===== config.mk =====
export PLATFORM = sky130hd
export DESIGN_NAME = soc_bb_copy_master
export DESIGN_NICKNAME = d
export VERILOG_FILES = /design/src/rtl/soc_bb_copy_master.sv
export SDC_FILE = /design/constraint.sdc
export NUM_CORES = 1
export LEC_CHECK = 0
export BUFFER_PORTS_ARGS = -buffer_cell sky130_fd_sc_hd__buf_2
export CAP_MARGIN = 20
export CORE_ASPECT_RATIO = 1.4
export CORE_MARGIN = 5
export CORE_UTILIZATION = 55
export CTS_CLUSTER_DIAMETER = 30
export DETAILED_ROUTE_END_ITERATION = 10
export PLACE_DENSITY_LB_ADDON = 0.05
export SETUP_SLACK_MARGIN = 0.4
export SYNTH_ARGS = -nofsm -noshare
export SYNTH_HDL_FRONTEND = slang
export SYNTH_SLANG_ARGS = --single-unit

===== constraint.sdc =====
create_clock -name bb_clk_i -period 5.55 [get_ports bb_clk_i]
set_input_delay 0.2775 -clock bb_clk_i [delete_from_list [all_inputs] [get_ports bb_clk_i]]
set_output_delay 0.2775 -clock bb_clk_i [all_outputs]
set_load 0.02 [all_outputs]

===== src/rtl/soc_bb_copy_master.sv =====
// soc_bb_copy_master
// Backbone bus initiator that either copies a block of words from one BB
// address range to another (COPY) or writes a constant pattern over a block
// (FILL). It is driven by a one-shot command interface and talks to a single
// BB slave port with a fixed one-cycle read latency.
//
// state  | meaning
// -------+------------------------------------------------------------
// IDLE   | waiting for start_i; BB bus quiet
// RD     | read request at src_ptr on the bus (COPY only)
// CAP    | bus quiet; slave read data captured into the write-data register
// WR     | write request at dst_ptr with captured data or the fill pattern
// DONE   | done_o high for this single cycle, then back to IDLE

module soc_bb_copy_master #(
    parameter int AW = 16,
    parameter int DW = 32,
    parameter int LW = 16
) (
    input  logic          bb_clk_i,
    input  logic          bb_rst_i,

    input  logic          start_i,
    input  logic          mode_i,
    input  logic [AW-1:0] src_i,
    input  logic [AW-1:0] dst_i,
    input  logic [LW-1:0] len_i,
    input  logic [DW-1:0] fill_i,

    output logic          busy_o,
    output logic          done_o,
    output logic [LW-1:0] count_o,

    output logic [AW-1:0] bb_addr_o,
    output logic [DW-1:0] bb_dout_o,
    output logic          bb_en_o,
    output logic          bb_we_o,
    input  logic [DW-1:0] bb_din_i
);

    localparam int SW      = DW / 8;
    localparam int BYTE_AW = SW >> 1;

    // Address step per word and the mask that clears the byte-offset bits.
    localparam logic [AW-1:0] STEP       = AW'(SW);
    localparam logic [AW-1:0] ALIGN_MASK = ~((AW'(1) << BYTE_AW) - AW'(1));

    localparam logic MODE_COPY = 1'b0;
    localparam logic MODE_FILL = 1'b1;

    typedef enum logic [2:0] {
        S_IDLE,
        S_RD,
        S_CAP,
        S_WR,
        S_DONE
    } state_t;

    state_t        state;
    logic          mode_reg;
    logic [LW-1:0] len_reg;
    logic [DW-1:0] fill_reg;
    logic [AW-1:0] src_ptr;
    logic [AW-1:0] dst_ptr;

    // Next-word values used when leaving WR.
    logic [LW-1:0] count_inc;
    logic [AW-1:0] src_inc;
    logic [AW-1:0] dst_inc;
    logic          last_word;

    // Pointer and counter increments; pointers wrap modulo 2^AW.
    always_comb begin
        count_inc = count_o + LW'(1);
        src_inc   = src_ptr + STEP;
        dst_inc   = dst_ptr + STEP;
        last_word = (count_inc == len_reg);
    end

    // Command sequencer. Every bus output is loaded on the edge that enters
    // the state it belongs to, so the outputs are registered and line up with
    // the state they describe.
    always_ff @(posedge bb_clk_i) begin
        if (bb_rst_i) begin
            state     <= S_IDLE;
            mode_reg  <= MODE_COPY;
            len_reg   <= '0;
            fill_reg  <= '0;
            src_ptr   <= '0;
            dst_ptr   <= '0;
            busy_o    <= 1'b0;
            done_o    <= 1'b0;
            count_o   <= '0;
            bb_addr_o <= '0;
            bb_dout_o <= '0;
            bb_en_o   <= 1'b0;
            bb_we_o   <= 1'b0;
        end else begin
            case (state)
                S_IDLE: begin
                    bb_en_o <= 1'b0;
                    bb_we_o <= 1'b0;
                    done_o  <= 1'b0;
                    if (start_i) begin
                        mode_reg <= mode_i;
                        len_reg  <= len_i;
                        fill_reg <= fill_i;
                        src_ptr  <= src_i & ALIGN_MASK;
                        dst_ptr  <= dst_i & ALIGN_MASK;
                        count_o  <= '0;
                        busy_o   <= 1'b1;
                        if (len_i == '0) begin
                            state  <= S_DONE;
                            done_o <= 1'b1;
                        end else if (mode_i == MODE_FILL) begin
                            state     <= S_WR;
                            bb_en_o   <= 1'b1;
                            bb_we_o   <= 1'b1;
                            bb_addr_o <= dst_i & ALIGN_MASK;
                            bb_dout_o <= fill_i;
                        end else begin
                            state     <= S_RD;
                            bb_en_o   <= 1'b1;
                            bb_we_o   <= 1'b0;
                            bb_addr_o <= src_i & ALIGN_MASK;
                        end
                    end
                end

                S_RD: begin
                    state   <= S_CAP;
                    bb_en_o <= 1'b0;
                    bb_we_o <= 1'b0;
                end

                S_CAP: begin
                    // Slave read data is valid in this cycle; it becomes the
                    // write data of the following WR.
                    state     <= S_WR;
                    bb_en_o   <= 1'b1;
                    bb_we_o   <= 1'b1;
                    bb_addr_o <= dst_ptr;
                    bb_dout_o <= bb_din_i;
                end

                S_WR: begin
                    src_ptr <= src_inc;
                    dst_ptr <= dst_inc;
                    count_o <= count_inc;
                    if (last_word) begin
                        state   <= S_DONE;
                        done_o  <= 1'b1;
                        bb_en_o <= 1'b0;
                        bb_we_o <= 1'b0;
                    end else if (mode_reg == MODE_FILL) begin
                        state     <= S_WR;
                        bb_en_o   <= 1'b1;
                        bb_we_o   <= 1'b1;
                        bb_addr_o <= dst_inc;
                        bb_dout_o <= fill_reg;
                    end else begin
                        state     <= S_RD;
                        bb_en_o   <= 1'b1;
                        bb_we_o   <= 1'b0;
                        bb_addr_o <= src_inc;
                    end
                end

                S_DONE: begin
                    state   <= S_IDLE;
                    done_o  <= 1'b0;
                    busy_o  <= 1'b0;
                    bb_en_o <= 1'b0;
                    bb_we_o <= 1'b0;
                end

                default: begin
                    state   <= S_IDLE;
                    done_o  <= 1'b0;
                    busy_o  <= 1'b0;
                    bb_en_o <= 1'b0;
                    bb_we_o <= 1'b0;
                end
            endcase
        end
    end

endmodule


-- After elaboration in Yosys (flattened, before gate mapping)
Index checks and enable logic that the tools add are counted.
- bits in registers: 152
- logic and storage cells: 80
- muxes and demuxes: 40
- equal/unequal tests: 10
- reduce and logical (&&, ||, !) cells: 12
- bitwise logic cells: 2
- add/subtract/negate cells: 3
- operator list (kind ; count):
    two-way mux 32 bit ; 5
    two-way mux 16 bit ; 8
    one-hot mux 16 bit (2 select lines) ; 3
    one-hot mux 32 bit (3 select lines) ; 1
    one-hot mux 16 bit (3 select lines) ; 1
    adder 16 x 3 -> 16 bit (second input constant) ; 2
    adder 16 x 1 -> 16 bit (second input constant) ; 1
    equality test 16 bit ; 1
    logical NOT 16 bit ; 1
    two-way mux 1 bit ; 12
    != test 2 bit (second input constant) ; 6
    one-hot mux 3 bit (4 select lines) ; 1
    two-way mux 3 bit ; 3
    one-hot mux 1 bit (3 select lines) ; 3
    AND reduction 2 bit ; 4
    equality test 3 x 2 -> 1 bit (second input constant) ; 2
    AND reduction 6 bit ; 1
    two-way mux 2 bit ; 2
    AND reduction 4 bit ; 1
    equality test 3 x 1 -> 1 bit (second input constant) ; 1
    logical NOT 3 bit ; 1
    nonzero test 3 bit ; 1
    OR reduction 3 bit ; 1
    inverter 1 bit ; 2
    other kinds (3) ; 3

-- Depth between registers and ports, before layout
Gate-level depths: netlist (run 1).
- depth in word-level cells: 4
- depth in mapped cells: 12

-- Worst setup path after synthesis (run 1)
No wires, ideal clock.
- path type: register -> register
- start: register count_o[1]
- end: register bb_addr_o[10]
- arrival time: 2.754 ns
- buffers on the path: 3
- slack: 2.668 ns
- stages on the path, launching flop included: 13
- clock period less this slack: 2.882 ns
- cell sequence: dfxtp_1 ha_1 buf_2 and3_4 buf_6 nand4_4 xnor2_1 or3_1 nor4b_4 o22a_1 buf_4 mux2i_1 nor2_1
- cells in the longest elaborated chain, start to end: 4
- ends and longest elaborated chain (element ; RTL line ; source):
    start: declaration ; 32 ; output logic [LW-1:0] count_o,
    start signal: assignment ; 149 ; count_o <= count_inc;
    adder 16 x 1 -> 16 bit ; 74 ; count_inc = count_o + LW'(1);
    equality test 16 bit ; 77 ; last_word = (count_inc == len_reg);
    != test 2 bit (no line) ; - ;
    AND reduction 4 bit (no line) ; - ;
    end signal: assignment ; 119 ; bb_addr_o <= dst_i & ALIGN_MASK;
    end signal: assignment ; 125 ; bb_addr_o <= src_i & ALIGN_MASK;
    end signal: assignment ; 142 ; bb_addr_o <= dst_ptr;
    end: declaration ; 34 ; output logic [AW-1:0] bb_addr_o,
No other way between the ends.
A chain may end at the register's enable or synchronous reset.

-- Worst setup path in the final report (run 1)
- start: register count_o[0]
- end: register bb_addr_o[12]
Same word-level chain as after synthesis.

==> impl_summary.txt, run 1 <==
----------------------------------------------------
[Status]
  Outcome ... finished clean

[Worst setup path]
  Arrival time of data at the critical path endpoint ... 4.06 ns
  Data required time at the worst endpoint ... just under 6 ns
  Max stage delay on crit path ... 0.92 ns
  Sort of element at the end of the critical path ... register
  Startpoint class of the critical path ... register
  Crit Reg-Reg Endpoint ... bb_addr_o[12]
  Startpoint-to-endpoint class of the critical path ... reg2reg
  Cells on worst reg2reg path ... 9
  Number of buffer and inverter stages on the critical path ... 0
  Count of cell instances traversed by the critical path ... 9
  Worst setup path start ... count_o[0]
  Startpoint of the lowest-slack register-to-register path ... count_o[0]
  R2R setup slack ... ~1.8 ns
  Critical path endpoint ... bb_addr_o[12]
  Cell with the biggest individual delay on the critical path ... sky130_fd_sc_hd__o22a_1
  Cells along the critical path ... ha_1 > and3_4 > nand4_4 > xnor2_1 > or3_1 > nor4b_4 > o22a_1 > mux2i_1 > nor2_1
  Critical path fanouts, max ... 20
  CP delay by family, top ... simple AND/OR/NAND/NOR gates

[Run]
  Count of maximum capacitance violations ... 0

[Synthesis]
  YS warnings ... 0
  Mean instance size in the synthesized netlist ... between 7 and 8 µm²
  Asr flop ratio synth ... 0
  Prevailing post-synth register cell ... sky130_fd_sc_hd__dfxtp_1
  Cell variety after synth ... 60
  Count of state elements after synthesis ... between 100 and 150
  Library cell occupying the most area in the post-synthesis netlist ... sky130_fd_sc_hd__dfxtp_1
  EDFF count, synth ... 0
  Top post-synthesis cells by count ... sky130_fd_sc_hd__nand2_1 (188), sky130_fd_sc_hd__dfxtp_1 (147), sky130_fd_sc_hd__nor2_1 (122)
  Post-synth net total ... around 1100
  Syn Std Cell Area ... 0.007931 mm²
  Portion of synthesized cell area occupied by the leading cell type ... 0.3710
  Portion of the post-synthesis area used by sequential elements ... 0.3710
  Ranking of synthesized cells by area ... sky130_fd_sc_hd__dfxtp_1 (37%), sky130_fd_sc_hd__mux2i_1 (12%), sky130_fd_sc_hd__nand2_1 (8.9%)
  Dominant cell by count in the synthesized netlist ... sky130_fd_sc_hd__nand2_1
  Synthesized instance count ... a little over 1000

[Drt]
  DR vias ... a little under 8000
  Remaining routing DRC violations ... 0
  Final wirelength ... approximately 22000 µm
  Routed length per placed instance ... 16.29 µm
  Violation count after the first detailed-routing iteration ... about 580
  Antenna viol nets, final ... 0
  Total iterations of the first detailed-routing run ... 7
  Via/cell ratio ... approximately 5.7

[Clock network]
  Clk Latency, worst-skew pair ... 0.42 ns
  Cell at the root of the clock tree ... sky130_fd_sc_hd__clkbuf_16
  Resized Gates After CTS ... 0
  Sink count of the clock tree ... between 100 and 150
  Buffer levels on the longest clock path ... 2
  Number of clock buffers inserted by TritonCTS ... 17
  Clock input transition at the sequential cells of the worst setup and hold paths ... approximately 0.06 ns
  CTS tree ... yes
  Number of buffers inserted for hold repair after clock tree synthesis ... 0
  # Post-CTS Setup Buffers ... 0
  H-tree depth ... 4

[Floorplanning]
  Initial cell density of the core ... 0.5541
  Die area ... about 0.017 mm²
  Num ports ... approximately 180
  Die width ... approximately 110 µm
  Placeable Area ... ~0.014 mm²
  Row Count ... 52
  DIE HEIGHT ... about 150 µm

[Global route]
  Grt total ovfl ... 0
  Number of antenna violations at the first check in global routing ... 1
  Busiest layer in global routing ... met2
  Global routing usage on met3 ... 0.07123
  Global-route usage over all layers ... 0.2518
  Wire length of the first global-routing pass ... around 36000 µm
  Largest net degree at the start of global routing ... 90
  Number of global-route vias before repair ... between 7000 and 8000
  GR met2 Demand/Resource ... 0.4219
  Global-route track usage on met1 ... 0.3110

[Placement]
  GP Congestion ... ~0.87
  DP HPWL ... 14700 µm
  Worst slack at placement ... about 1.7 ns
  IO buf count ... about 180

[STA]
  Smallest hold slack ... 0.09884 ns
  Setup slack after layout ... around 1.8 ns
  Fmax ... 263.7 MHz
  Hold Violations, Final ... 0
  Unrepaired setup endpoints after global routing ... false
  Accumulated negative setup slack ... 0 ns
  Share of the clock period used by the worst path ... 0.6832
  Tightest Pin Transition ... 1.084 ns
  Pins Over Slew Limit ... 0
  Setup Viol. Count Final ... 0
  Normalized max-slew margin ... 0.2771
  Clock tree skew after final layout ... 0.007887 ns
  Time the worst path needs with I/O delays and setup ... 3.792 ns

[Finish]
  Nets@finish ... roughly 1300
  Utilization of the core after routing ... 0.6581
  Layout cell share with drive strength beyond 1 ... 0.2024
  Layout-stage area growth over the synthesis result ... 18.77%
  Number of inserted diodes ... 0

[Power]
  Combinational group share of total power ... 0.239
  Switching portion of total power ... 0.3184
  Peak supply drop ... about 0.00021 V
  P_sw ... 1.049 mW
  Cell Pwr Density ... 349.8 mW/mm²
  Static leakage ... 4.063 nW
  Sequential Power Share ... 0.384
  Clock network fraction of total power ... 0.377
  Internal power component ... about 2.2 mW

[Worst hold path]
  Hold WC Path Type ... in2reg

----------------------------------------------------
==> worst min-delay path, delay by kind of cell <==
kind                   cells  cell delay [ns]
buffers and inverters      1             0.10
and+or+nand+nor            1             0.05
AOI/OAI and AO/OA          1             0.05
==> cells by family after synthesis <==
group                    Yosys count  synth area share
XOR/XNOR                          39           0.04307
AND/OR/NAND/NOR                  418            0.2351
multiplexers                      94            0.1189
adder cells (fa/ha/maj)            3          0.004733
flip-flops                       147            0.3710
AO/OA/AOI/OAI                    226            0.1746
buffers and inverters             95           0.05253
==> per-stage QoR <==
stage / instances / instance area (µm²) / power [mW]
2_1_floorplan: 1022 / 7931 / 1.847
3_3_place_gp: 1312 / 8761 / 2.056
3_5_place_dp: 1312 / 8761 / 2.071
4_1_cts: 1344 / 9400 / 3.309
5_1_grt: 1345 / 9420 / 3.459
6_report: 1345 / 9420 / 3.295
==> area by class of cell <==
class / count / area, µm²
Timing Repair Buffer: 189 / 985.9
Sequential cell: 147 / 2944
Inverter: 8 / 30.03
Clock inverter: 14 / 200.2
Tap cell: 189 / 236.5
Fill cell: 1311 / 4893
Clock buffer: 18 / 439.2
Multi-Input combinational cell: 780 / 4584
==> placed cells by master (no fill, tap or decap), drive strengths merged, types with 5 or more instances in the layout <==
cell type	count
mux2i	92
a31oi	5
nor4	8
a22oi	6
nor2	122
o221ai	8
nor3	23
inv	10
clkbuf	18
dfxtp	147
nand3	23
and3	16
a221oi	11
nand4	8
a222oi	11
o21ai	69
xnor2	20
buf	189
a21oi	91
clkinv	5
xor2	19
nand2	188
==> per-layer routing <==
layer  routed length (µm)  vias up
met1                 9151     3591
met5                    7        -
met3                 1587       31
met2                10730      240
met4                  434        2
li1                     -     3828
==> power by group through the flow <==
| stage | logic [mW] | registers (mW) | clock network, mW |
|---|---|---|---|
| 2_1_floorplan | 0.535 | 1.31 | 0 |
| 3_3_place_gp | 0.773 | 1.28 | 0 |
| 3_5_place_dp | 0.785 | 1.29 | 0 |
| 4_1_cts | 0.787 | 1.26 | 1.26 |
| 5_1_grt | 0.873 | 1.28 | 1.31 |
| 6_report | 0.788 | 1.26 | 1.24 |
==> worst min-delay path by stage <==
stage,start,cells past startpoint,end,slack (ns)
after floorplan,fill_i[0],2,fill_reg[0],0.41
after global placement,fill_reg[6],2,fill_reg[6],0.44
after detailed placement,fill_reg[30],2,fill_reg[30],0.45
after CTS,fill_i[22],3,fill_reg[22],0.08
after global routing,fill_i[22],3,fill_reg[22],0.09
final,len_i[11],3,len_reg[11],0.1
(Power assumes the default switching activity.)
==> inputs of run 2 (changes only) <==
--- a/config.mk
+++ b/config.mk
@@ -9,7 +9,7 @@
 export CAP_MARGIN = 20
 export CORE_ASPECT_RATIO = 1.4
 export CORE_MARGIN = 5
-export CORE_UTILIZATION = 55
+export CORE_UTILIZATION = 49
 export CTS_CLUSTER_DIAMETER = 30
 export DETAILED_ROUTE_END_ITERATION = 10
 export PLACE_DENSITY_LB_ADDON = 0.05
==> constraint.sdc (replaced) <==
create_clock -name bb_clk_i -period 3.3 [get_ports bb_clk_i]
set_input_delay 0.165 -clock bb_clk_i [delete_from_list [all_inputs] [get_ports bb_clk_i]]
set_output_delay 0.165 -clock bb_clk_i [all_outputs]
set_load 0.02 [all_outputs]
==> run 2 against run 1 <==
Compared with the run above: core utilization fell by 2.9 points; first-iteration DRC count fell by 8.5%; register-to-register slack got worse by 1.2 ns; critical endpoint is now bb_dout_o[16]; highest routed layer unchanged.
==> impl_summary.txt, run 2 (synthesized netlist as in run 1, its figures left out) <==
----------------------------------------------------
[Floorplanning]
  Initial cell density of the core ... 0.4947 (-0.05945)
  Die width ... 117.5 µm (+5.4%)
  Row Count ... 55 (+5.8%)
  Die area ... 0.01887 mm² (+11%)
  DIE HEIGHT ... 160.5 µm (+5.6%)
  Num ports ... 184 (unchanged)
  Placeable Area ... 0.01603 mm² (+12%)

[STA]
  Tightest Pin Transition ... 0.8472 ns (-0.2372 ns)
  Fmax ... 365.7 MHz (+39%)
  Accumulated negative setup slack ... 0 ns (unchanged)
  Unrepaired setup endpoints after global routing ... false
  Smallest hold slack ... 0.02216 ns (-0.07667 ns)
  Time the worst path needs with I/O delays and setup ... 2.735 ns (-1.057 ns)
  Normalized max-slew margin ... 0.4352 (+0.1581)
  Hold Violations, Final ... 0 (unchanged)
  Clock tree skew after final layout ... 0.01804 ns (+0.01015 ns)
  Setup Viol. Count Final ... 0 (unchanged)
  Share of the clock period used by the worst path ... 0.8287 (+0.1455)
  Pins Over Slew Limit ... 0 (unchanged)

[Clock network]
  CTS tree ... yes
  Sink count of the clock tree ... 147 (unchanged)
  Cell at the root of the clock tree ... sky130_fd_sc_hd__clkbuf_16
  Clk Latency, worst-skew pair ... 0.43 ns (about the same)
  Buffer levels on the longest clock path ... 2 (unchanged)
  H-tree depth ... 4 (unchanged)
  Clock input transition at the sequential cells of the worst setup and hold paths ... 0.07 ns (about the same)
  Number of clock buffers inserted by TritonCTS ... 17 (unchanged)

[Global route]
  Global-route usage over all layers ... 0.2379 (-0.01391)
  Wire length of the first global-routing pass ... 37560 µm (+5.3%)
  Number of antenna violations at the first check in global routing ... 1 (unchanged)
  Largest net degree at the start of global routing ... 79 (-12%)
  Grt total ovfl ... 0 (unchanged)
  Number of global-route vias before repair ... 7525 (+2.7%)

[Placement]
  IO buf count ... 179 (unchanged)
  GP Congestion ... 0.8446 (-3.1%)
  DP HPWL ... 15130 µm (+2.9%)
  Area of placed instances ... 0.008919 mm² (+1.8%)

[Worst setup path]
  Sort of element at the end of the critical path ... register
  Critical path fanouts, max ... 16 (-20%)
  Arrival time of data at the critical path endpoint ... 3.02 ns (-1.04 ns)
  Worst setup path start ... count_o[0]
  Startpoint-to-endpoint class of the critical path ... reg2reg
  Startpoint of the lowest-slack register-to-register path ... count_o[0]
  R2R setup slack ... 0.57 ns (-1.19 ns)
  Startpoint class of the critical path ... register
  Data required time at the worst endpoint ... 3.58 ns (-2.24 ns)
  Cells on worst reg2reg path ... 12 (+3)
  Crit Reg-Reg Endpoint ... bb_dout_o[16]
  Critical path endpoint ... bb_dout_o[16]

[Drt]
  Violation count after the first detailed-routing iteration ... 528 (-8.5%)
  DR vias ... 7833 (+1.8%)
  Total iterations of the first detailed-routing run ... 6 (-1)
  Routed length per placed instance ... 16.37 µm (+0.47%)
  Remaining routing DRC violations ... 0 (unchanged)
  Final wirelength ... 23270 µm (+6.2%)
  Antenna viol nets, final ... 0 (unchanged)
  Via/cell ratio ... 5.508 (-3.7%)

[Finish]
  Final instance area ... 0.01009 mm² (+7.1%)
  Most common cell after layout, fill and taps aside ... sky130_fd_sc_hd__nand2_1
  Number of inserted diodes ... 0 (unchanged)
  Layout cell share with drive strength beyond 1 ... 0.2175 (+0.01508)
  Layout-stage area growth over the synthesis result ... 27.26%
  Final-layout fill cell count ... 1458 (+11%)
  Commonest non-fill, non-tap cells in the layout ... sky130_fd_sc_hd__nand2_1 (187), sky130_fd_sc_hd__buf_2 (178), sky130_fd_sc_hd__dfxtp_1 (139), sky130_fd_sc_hd__nor2_1 (121), sky130_fd_sc_hd__mux2i_1 (92)
  Nets@finish ... 1329 (+5.3%)
  Utilization of the core after routing ... 0.6295 (-0.02863)

[Power]
  Cell Pwr Density ... 545.0 mW/mm² (+56%)
  Post-layout total power ... 5.501 mW (+67%)
  Static leakage ... 4.382 nW (+7.8%)
  Peak supply drop ... 0.0003637 V (+77%)

[Worst hold path]
  Hold WC Path Type ... in2reg

[Status]
  Outcome ... finished clean

[Run]
  Count of maximum capacitance violations ... 0 (unchanged)

----------------------------------------------------
## run 2: cell types whose count changed in the layout (fill, tap and decap cells not counted), sizes merged
cell and delta:
bufinv -3, buf +17, inv +6, and3 +1
clkbuf +1, dlygate4sd3 +48, clkinvlp -3
## run 2: critical path, stage by stage (launching register included)
cell and delay (ns):
sky130_fd_sc_hd__dfxtp_2 0.36, sky130_fd_sc_hd__buf_4 0.16, sky130_fd_sc_hd__nand4_1 0.09, sky130_fd_sc_hd__buf_4 0.18, sky130_fd_sc_hd__nor4_4 0.32, sky130_fd_sc_hd__xnor2_1 0.20
sky130_fd_sc_hd__o211ai_1 0.18, sky130_fd_sc_hd__nor4b_4 0.34, sky130_fd_sc_hd__buf_4 0.20, sky130_fd_sc_hd__o32ai_4 0.11, sky130_fd_sc_hd__clkbuf_16 0.25, sky130_fd_sc_hd__mux2i_1 0.15
sky130_fd_sc_hd__nor2_1 0.05
## run 2: where the power goes
group | switching [mW] | internal [mW] | total (mW)
Clock | 0.862 | 1.10 | 1.96
Sequential | 0.146 | 1.96 | 2.11
Combinational | 0.841 | 0.590 | 1.43
Total | 1.85 | 3.65 | 5.50
## run 2: how the worst min path moves through the flow
stage / depth (start not counted) / slack (ns) / start / end
floorplan: 2 / 0.30 / fill_i[0] / fill_reg[0]
global placement: 3 / 0.42 / len_i[14] / len_reg[14]
detailed placement: 3 / 0.42 / fill_i[13] / fill_reg[13]
CTS: 3 / 0.001 / src_i[6] / src_ptr[6]
global route: 3 / 0.03 / src_i[6] / src_ptr[6]
finish: 3 / 0.02 / src_i[6] / src_ptr[6]
## run 2: layer usage
metal  wire length (µm)  share of wire  global-route usage
met1               9984           0.43              0.2906
met2              11500           0.49              0.4125
met3               1311          0.056             0.05706
met4                465          0.020             0.07512
met5                  7        0.00030                   0
## run 2: final cells by class
| class | count | area, µm² | share of cell area |
|---|---|---|---|
| Clock buffer | 18 | 439.2 | 0.04351 |
| Clock inverter | 14 | 158.9 | 0.01574 |
| Inverter | 8 | 30.03 | 0.002975 |
| Multi-Input combinational cell | 781 | 4632 | 0.4589 |
| Sequential cell | 147 | 2953 | 0.2926 |
| Tap cell | 199 | 249.0 | 0.02467 |
| Timing Repair Buffer | 255 | 1632 | 0.1616 |
## run 2: per-stage QoR
step	setup WS (ns)	cells
floorplan	0.4182	1022
global placement	0.4099	1338
detailed placement	0.3545	1338
CTS	0.4247	1419
global route	0.4133	1422
finish	0.5653	1422
## run 2: what timing repair did
action                     4_1_cts  5_1_grt
gates cloned                     0        2
resized for setup                4       11
buffers inserted                 1        1
hold buffers                    48        0
hold endpoints to repair        48        0
pin swaps                        1        2
setup endpoints to repair       32       43
